<file path="config.mk">
export PLATFORM = sky130hd
export DESIGN_NAME = b23_bias_ctrl_flat
export DESIGN_NICKNAME = d
export VERILOG_FILES = /design/src/rtl/b23_pkg.sv /design/src/rtl/b23_bias_ctrl_if.sv /design/src/rtl/b23_bias_ctrl.sv /design/src/flat_wrapper.sv
export SDC_FILE = /design/constraint.sdc
export NUM_CORES = 1
export LEC_CHECK = 0
export ABC_AREA = 1
export BUFFER_PORTS_ARGS = -buffer_cell sky130_fd_sc_hd__buf_2
export CAP_MARGIN = 5
export CORE_ASPECT_RATIO = 2
export CORE_MARGIN = 2
export CORE_UTILIZATION = 44
export CTS_BUF_LIST = sky130_fd_sc_hd__clkbuf_16
export CTS_CLUSTER_DIAMETER = 80
export DETAILED_ROUTE_END_ITERATION = 16
export GPL_ROUTABILITY_DRIVEN = 0
export GPL_TIMING_DRIVEN = 0
export PLACE_DENSITY_LB_ADDON = 0.15
export SLEW_MARGIN = 20
export SYNTH_ARGS = -nofsm -noshare
export SYNTH_HDL_FRONTEND = slang
export SYNTH_SLANG_ARGS = --single-unit
</file>
<file path="constraint.sdc">
create_clock -name clk -period 1.93 [get_ports clk]
set_clock_uncertainty 0.05 [all_clocks]
set_input_delay 0.386 -clock clk [delete_from_list [all_inputs] [get_ports clk]]
set_output_delay 0.386 -clock clk [all_outputs]
set_load 0.02 [all_outputs]
</file>
<file path="src/rtl/b23_pkg.sv">
// Shared constants and FSM encoding for the b23 bias controller.
package b23_pkg;

  localparam int DW    = 16;
  localparam int AW    = 4;
  localparam int DEPTH = 10;

  typedef enum logic [1:0] {
    IDLE   = 2'd0,
    LOAD   = 2'd1,
    LOADED = 2'd2,
    STREAM = 2'd3
  } state_t;

endpackage

</file>
<file path="src/rtl/b23_bias_ctrl_if.sv">
// Loader, layer-engine stream and external bias-memory signals of the bias controller.
// master = the controller, slave = its surroundings (loader, engine, memory).
interface b23_bias_ctrl_if #(
  parameter int DW = b23_pkg::DW,
  parameter int AW = b23_pkg::AW
) ();

  logic          ld_valid;
  logic [DW-1:0] ld_data;
  logic          ld_ready;
  logic          reload;
  logic          start;
  logic          out_valid;
  logic          out_ready;
  logic [DW-1:0] out_data;
  logic [AW-1:0] out_idx;
  logic          out_last;
  logic          loaded;
  logic          busy;
  logic          mem_we;
  logic [AW-1:0] mem_wraddr;
  logic [DW-1:0] mem_wrdata;
  logic          mem_rd;
  logic [AW-1:0] mem_rdaddr;
  logic [DW-1:0] mem_rddata;

  modport master (
    input  ld_valid, ld_data, reload, start, out_ready, mem_rddata,
    output ld_ready, out_valid, out_data, out_idx, out_last, loaded, busy,
           mem_we, mem_wraddr, mem_wrdata, mem_rd, mem_rdaddr
  );

  modport slave (
    output ld_valid, ld_data, reload, start, out_ready, mem_rddata,
    input  ld_ready, out_valid, out_data, out_idx, out_last, loaded, busy,
           mem_we, mem_wraddr, mem_wrdata, mem_rd, mem_rdaddr
  );

endinterface

</file>
<file path="src/rtl/b23_bias_ctrl.sv">
// Loads DEPTH signed biases into external memory, then streams them 0..DEPTH-1 on start.
// Writes are combinational with the load handshake; start-to-valid is 1 cycle; stream stalls hold on out_ready=0.
module b23_bias_ctrl #(
  parameter int DW    = b23_pkg::DW,
  parameter int AW    = b23_pkg::AW,
  parameter int DEPTH = b23_pkg::DEPTH
) (
  input  logic             clk,
  input  logic             rst,
  b23_bias_ctrl_if.master  bus
);

  import b23_pkg::*;

  localparam logic [AW-1:0] LAST = AW'(DEPTH - 1);

  state_t        state_q, state_d;
  logic [AW-1:0] wr_ptr;
  logic [AW-1:0] out_idx_q;
  logic [DW-1:0] out_data_q;
  logic          loaded_q;
  logic          out_valid_q;

  logic ld_rdy, reload_ok, ld_xfer, wr_last, start_ok, out_xfer, out_last, rd_next;

  assign ld_rdy    = (state_q == IDLE) || (state_q == LOAD);
  assign reload_ok = bus.reload && (state_q != STREAM);
  // A reload wins over a same-cycle load word: the word is dropped, not written.
  assign ld_xfer   = bus.ld_valid && ld_rdy && !reload_ok;
  assign wr_last   = (wr_ptr == LAST);
  assign start_ok  = bus.start && (state_q == LOADED) && !bus.reload;
  assign out_xfer  = out_valid_q && bus.out_ready;
  assign out_last  = out_valid_q && (out_idx_q == LAST);
  assign rd_next   = out_xfer && !out_last;

  always_ff @(posedge clk or posedge rst) begin
    if (rst) state_q <= IDLE;
    else     state_q <= state_d;
  end

  always_comb begin
    state_d = state_q;
    case (state_q)
      IDLE, LOAD: begin
        if (reload_ok)                state_d = LOAD;
        else if (ld_xfer && wr_last)  state_d = LOADED;
        else if (ld_xfer)             state_d = LOAD;
      end
      LOADED: begin
        if (reload_ok)      state_d = LOAD;
        else if (start_ok)  state_d = STREAM;
      end
      STREAM: begin
        if (out_xfer && out_last) state_d = LOADED;
      end
      default: state_d = IDLE;
    endcase
  end

  always_ff @(posedge clk or posedge rst) begin
    if (rst) begin
      wr_ptr      <= '0;
      loaded_q    <= 1'b0;
      out_valid_q <= 1'b0;
      out_data_q  <= '0;
      out_idx_q   <= '0;
    end else begin
      if (reload_ok) begin
        wr_ptr   <= '0;
        loaded_q <= 1'b0;
      end else if (ld_xfer) begin
        wr_ptr <= wr_last ? '0 : wr_ptr + 1'b1;
        if (wr_last) loaded_q <= 1'b1;
      end

      if (start_ok)                   out_valid_q <= 1'b1;
      else if (out_xfer && out_last)  out_valid_q <= 1'b0;

      if (start_ok)      out_idx_q <= '0;
      else if (rd_next)  out_idx_q <= out_idx_q + 1'b1;

      // Memory read data is captured in the same cycle the read is issued.
      if (bus.mem_rd) out_data_q <= bus.mem_rddata;
    end
  end

  always_comb begin
    bus.mem_rd     = 1'b0;
    bus.mem_rdaddr = '0;
    if (start_ok) begin
      bus.mem_rd = 1'b1;
    end else if (rd_next) begin
      bus.mem_rd     = 1'b1;
      bus.mem_rdaddr = out_idx_q + 1'b1;
    end
  end

  assign bus.mem_we     = ld_xfer;
  assign bus.mem_wraddr = ld_xfer ? wr_ptr : '0;
  assign bus.mem_wrdata = ld_xfer ? bus.ld_data : '0;

  assign bus.ld_ready  = ld_rdy;
  assign bus.out_valid = out_valid_q;
  assign bus.out_data  = out_data_q;
  assign bus.out_idx   = out_idx_q;
  assign bus.out_last  = out_last;
  assign bus.loaded    = loaded_q;
  assign bus.busy      = (state_q == LOAD) || (state_q == STREAM);

endmodule

</file>
<file path="src/flat_wrapper.sv">
// flat-port wrapper written by rule: the top's interface ports become plain ports
module b23_bias_ctrl_flat import b23_pkg::*;
#(
  parameter int DW    = b23_pkg::DW,
  parameter int AW    = b23_pkg::AW,
  parameter int DEPTH = b23_pkg::DEPTH
)
  (clk, rst, bus_ld_valid, bus_ld_data, bus_reload, bus_start, bus_out_ready, bus_mem_rddata, bus_ld_ready, bus_out_valid, bus_out_data, bus_out_idx, bus_out_last, bus_loaded, bus_busy, bus_mem_we, bus_mem_wraddr, bus_mem_wrdata, bus_mem_rd, bus_mem_rdaddr);
  b23_bias_ctrl_if #(.DW(DW), .AW(AW)) bus_i ();
  input  logic clk;
  input  logic rst;
  input wire logic [$bits(bus_i.ld_valid)-1:0] bus_ld_valid;
  input wire logic [$bits(bus_i.ld_data)-1:0] bus_ld_data;
  input wire logic [$bits(bus_i.reload)-1:0] bus_reload;
  input wire logic [$bits(bus_i.start)-1:0] bus_start;
  input wire logic [$bits(bus_i.out_ready)-1:0] bus_out_ready;
  input wire logic [$bits(bus_i.mem_rddata)-1:0] bus_mem_rddata;
  output wire logic [$bits(bus_i.ld_ready)-1:0] bus_ld_ready;
  output wire logic [$bits(bus_i.out_valid)-1:0] bus_out_valid;
  output wire logic [$bits(bus_i.out_data)-1:0] bus_out_data;
  output wire logic [$bits(bus_i.out_idx)-1:0] bus_out_idx;
  output wire logic [$bits(bus_i.out_last)-1:0] bus_out_last;
  output wire logic [$bits(bus_i.loaded)-1:0] bus_loaded;
  output wire logic [$bits(bus_i.busy)-1:0] bus_busy;
  output wire logic [$bits(bus_i.mem_we)-1:0] bus_mem_we;
  output wire logic [$bits(bus_i.mem_wraddr)-1:0] bus_mem_wraddr;
  output wire logic [$bits(bus_i.mem_wrdata)-1:0] bus_mem_wrdata;
  output wire logic [$bits(bus_i.mem_rd)-1:0] bus_mem_rd;
  output wire logic [$bits(bus_i.mem_rdaddr)-1:0] bus_mem_rdaddr;
  assign bus_i.ld_valid = bus_ld_valid;
  assign bus_i.ld_data = bus_ld_data;
  assign bus_i.reload = bus_reload;
  assign bus_i.start = bus_start;
  assign bus_i.out_ready = bus_out_ready;
  assign bus_i.mem_rddata = bus_mem_rddata;
  assign bus_ld_ready = bus_i.ld_ready;
  assign bus_out_valid = bus_i.out_valid;
  assign bus_out_data = bus_i.out_data;
  assign bus_out_idx = bus_i.out_idx;
  assign bus_out_last = bus_i.out_last;
  assign bus_loaded = bus_i.loaded;
  assign bus_busy = bus_i.busy;
  assign bus_mem_we = bus_i.mem_we;
  assign bus_mem_wraddr = bus_i.mem_wraddr;
  assign bus_mem_wrdata = bus_i.mem_wrdata;
  assign bus_mem_rd = bus_i.mem_rd;
  assign bus_mem_rdaddr = bus_i.mem_rdaddr;
  b23_bias_ctrl #(.DW(DW), .AW(AW), .DEPTH(DEPTH)) u_core (.clk(clk), .rst(rst), .bus(bus_i));
endmodule
</file>
---- Yosys cells after proc, flatten, opt, wreduce, memory -nomap -nowiden ----
Index checks and enable logic that the tools add are counted.
word-level totals
  word-level logic and storage cells ...... 63
  input bits .............................. 38
  register bits after elaboration ......... 28
  output and inout bits ................... 51
cells by class
  $add $sub $neg .......................... 2
  reduce and logical (&&, ||, !) cells .... 23
  multiplexer cells ....................... 23
  eq/ne operators ......................... 9
operators by type and width
  cell                                                                      number
  4-bit two-way mux                                                         8
  16-bit two-way mux                                                        1
  2-bit two-way mux                                                         6
  1-bit logical AND                                                         10
  4-bit by 1-bit adder with 4-bit output (second input constant)            2
  4-bit equality test (second input constant)                               2
  2-bit nonzero test                                                        4
  1-bit two-way mux                                                         7
  2-bit one-hot mux with 3 select lines                                     1
  2-bit equality test (second input constant)                               2
  4-bit by 1-bit inequality test with 1-bit output (second input constant)  1
  1-bit logical NOT                                                         3
  3-bit by 1-bit inequality test with 1-bit output (second input constant)  1
  3-bit AND reduction                                                       1
  2-bit by 1-bit equality test with 1-bit output (second input constant)    1
  2-bit logical NOT                                                         1
  1-bit logical OR                                                          2
  2-bit by 1-bit inequality test with 1-bit output (second input constant)  1
  2-bit inequality test (second input constant)                             1
  2-bit AND reduction                                                       1
  2-bit OR reduction                                                        1

---- Logic depth before layout (Yosys ltp) ----
  depth in word-level cells ............... 8
  gate-level depth with buffers ........... 10
  mapped depth without buffers ............ 9

---- Worst setup path before layout ----
No wires, ideal clock.
  path kind ............................... register to output
  from .................................... reg u_core.out_idx_q[1], in the netlist u_core.bus.out_idx[1]
  to ...................................... out bus_mem_rdaddr[2]
  cell stages (with the launch flop) ...... 11
  path slack .............................. 0.056 ns
  path buffers ............................ 1
  data arrival time ....................... 1.438 ns
  data required time ...................... 1.494 ns
  path through ............................ dfrtp_1 > inv_1 > ha_1 > nand2_1 > inv_2 > nand2_2 > nand3_4 > buf_6 > nor2_4 > nand2_1 > inv_1
between the ends
  longest elaborated chain between the ends .. 6
  elaborated cells on any way between the ends .. 7
  classes of those cells .................. add/sub: 1; eq/ne: 1; mux: 2; reduce/logical: 3
ends and longest elaborated chain
  item                                                                                            RTL line             source
  start: declaration                                                                              b23_bias_ctrl.sv:19  logic [AW-1:0] out_idx_q;
  start signal: assignment                                                                        b23_bias_ctrl.sv:80  else if (rd_next) out_idx_q <= out_idx_q + 1'b1;
  parallel branches: the longest is 4 deep, another holds 4-bit by 1-bit adder with 4-bit output  --
  4-bit two-way mux (*)                                                                           b23_bias_ctrl.sv:92  end else if (rd_next) begin
  4-bit two-way mux (*)                                                                           b23_bias_ctrl.sv:90  if (start_ok) begin
  end: declaration                                                                                flat_wrapper.sv:29   output wire logic [$bits(bus_i.mem_rdaddr)-1:0] bus_mem_rdaddr;
Every way passes the cells marked *.

---- Worst setup path after layout ----
  from .................................... reg u_core.out_idx_q[0], in the netlist u_core.bus.out_idx[0]
  to ...................................... out bus_mem_rdaddr[3]
The elaborated chain is that of the path after synthesis.

==> impl_results.md <==
* Status: complete, but fails checks
* Failing checks: negative setup slack
* Reg clk slew, reported paths at 0.07 ns
* H-tree Lvls at 1
* Total global-route track usage at 20.04%
* Final non-filler cell total at 367
* Max Slew Vio Count at 0
* Fmax at 495.3 MHz
* Vias per cell at 4.504
* Post-DP HPWL at between 3 and 4 mm
* CTS sink cnt at 28
* DRT antenna net count at 0
* Worst R2R End: u_core.bus.out_idx[3]
* Residual DRC at 0
* Initial antenna violation count at 0
* CP bufs+invs at 4
* Yosys reg bits at 28
* CTS tree: built
* Initial Utilization at between 40 and 50%
* Sequential share of the synthesized area at 44.69%
* Chip height at ~88 um
* Final core utilization at 68.97%
* Cell family with most CP delay: flip-flops
* Clock latency reported for the late side of the worst-skew pair at about 0.26 ns
* Slowest stage cell, crit path: dfrtp_2
* Setup crit end: bus_mem_rdaddr[3]
* Crit path depth at 10
* Fillcell total at 300
* PwrDens at 472.0 nW/um^2
* Antenna diode count at 0
* DIE WIDTH at 46.21 um
* Post-Syn Instances at between 200 and 250
* Die ar. at about 4100 sq um
* Cells after DPL at 346
* Post-cts hold buffer count at 0
* DR vias at 1653
* Nets at 362
* Total leakage power at 0.001550 uW
* Synth warnings at 0
* Vias in the first global route at 1497
* Measured slew at the worst slew-check pin at 0.6019 ns
* Final WL at 4.042 mm
* Final hold vios at 0
* DP Worst Slack at between 0.015 and 0.02 ns
* WP data required at 1.49 ns
* Core footprint at 3416 sq um
* Io pins at 89
* Largest stage delay on the critical path at roughly 0.43 ns
* Hold WC Path Type: input pin to async pin
* Final Critical Period at about 2 ns
* Num CTS Buffers at 3
* Tcrit/Tclk final at 104.6%
* # port buffers at 88
* Row count at 30
* DRT iter0 DRCs at 17
* Clock Path Buffers at 2
* Mapped Area at 1568 sq um
* R2R Setup Slk at 0.35 ns
* Crit-path cells: ha_4 -> nand2_2 -> inv_2 -> nand2_4 -> nand3_4 -> buf_8 -> nor2_4 -> nand2_2 -> inv_2 -> buf_6
* Crit path launch: u_core.bus.out_idx[0]
* Arrival time worst endpoint at 1.58 ns
* Fraction of layout cells with a size suffix above 1 at 44.51%
* Synth Area per Inst at 7.465 sq um
* Maximum VDD drop at 535.0 uV
* Register area at ~700 sq um
* CP Launch Type: register
* Drt first pass iters at 2
* RSZ-0062 raised after global routing: yes
* Area growth syn-to-layout at 50.28%
* Grt ovf at 0
* Maxcap violations at 0
* Crit-path max FO at 3
* Worst r2r src: u_core.bus.out_idx[0]
* CP Capture Type: output port
* Fin worst setup slack at -0.08909 ns
* Area of the multi-input gates at about 690 sq um
* Synth cell types at 23
* Final setup violation count at 4
* Wire per inst at 11.01 um
* Syn_nets at 252
* Rel. slew slack at 59.82%
* Largest net degree at the start of global routing at 29
* R2R depth at 11
* CTS root buf: clkbuf_16
* Critical path type: register to output port
* First-pass GRT wire length at 6.175 mm
-- power by group --
part | internal [uW] | switching, uW | total [uW]
clock network | 277 | 190 | 467
registers | 586 | 0 | 586
logic | 28.9 | 29.2 | 58.1
total | 893 | 219 | 1110
-- metrics by stage --
stage	hold WS [ns]	setup TNS [ns]	area, sq um	power, uW
after floorplan	0.4014	0	1568	614.0
after global placement	0.4172	0	2068	654.8
after detailed placement	0.4173	0	2068	656.1
after CTS	0.2655	-0.2517	2298	1119
after global routing	0.1897	-0.5010	2356	1149
final	0.1440	-0.2423	2356	1112
-- how the worst min path moves through the flow --
stage / from / end / slack, ns / cells past startpoint
after floorplan: rst / u_core.bus.loaded / 0.40 / 1
after global placement: u_core.bus.loaded / u_core.bus.loaded / 0.42 / 2
after detailed placement: u_core.bus.loaded / u_core.bus.loaded / 0.42 / 2
after CTS: bus_mem_rddata[11] / u_core.bus.out_data[11] / 0.27 / 3
after global routing: rst / u_core.wr_ptr[2] / 0.19 / 2
final: rst / u_core.wr_ptr[3] / 0.14 / 2
-- registers in the layout (all words and copies together) (netlist names) --
| signal | flops |
|---|---|
| u_core.wr_ptr | 4 |
| u_core.bus.out_data | 16 |
| u_core.bus.loaded | 1 |
| u_core.bus.out_valid | 1 |
| u_core.state_q | 2 |
| u_core.bus.out_idx | 4 |
-- kinds of logic (layout without fill, tap and decap cells) --
kind of cell	count (synthesis)	count (layout)	synth area share [%]
compound gates	6	6	2.315
fa+ha+maj	4	4	3.192
buf+inv	48	157	13.49
xor+xnor	2	2	1.118
simple gates	122	122	35.19
flops	28	28	44.69
-- cell usage in the layout (no fill, tap or decap), drive strengths merged --
master,n
nand3,32
xor2,2
dfrtp,28
a21oi,2
inv,39
nor3,1
clkbuf,4
o21ai,3
nor2,30
ha,4
buf,113
o211ai,1
nand2,59
clkinv,1
-- synth_stat cells (all sizes together) --
master | instances | area [sq um]
o211ai | 1 | 7.510
nor2 | 30 | 125.1
o21ai | 3 | 18.77
nand3 | 32 | 177.7
a21oi | 2 | 10.01
ha | 4 | 50.05
buf | 8 | 61.31
nand2 | 59 | 244.0
nor3 | 1 | 5.000
dfrtp | 28 | 700.7
xor2 | 2 | 17.52
inv | 39 | 146.4
clkbuf | 1 | 3.750
-- cell type report --
| class | count | share of cell area, % |
|---|---|---|
| Buffer | 9 | 3.080 |
| Timing Repair Buffer | 105 | 25.70 |
| Sequential cell | 28 | 29.79 |
| Clock inverter | 1 | 0.1593 |
| Tap cell | 48 | 2.549 |
| Clock buffer | 3 | 3.186 |
| Inverter | 39 | 6.213 |
| Multi-Input combinational cell | 134 | 29.31 |
-- metal layers --
metal	routed length [um]	track usage, %	up-vias
li1	-	-	849
met1	1443	19.53	752
met2	2390	40.91	48
met3	173	2.041	4
met4	35	4.675	0
met5	0	0	-
-- timing repair --
action,4_1_cts,5_1_grt
pin swaps,3,3
buffers inserted,12,5
resized for setup,23,6
setup endpoints to repair,5,22
(Power assumes the default switching activity.)
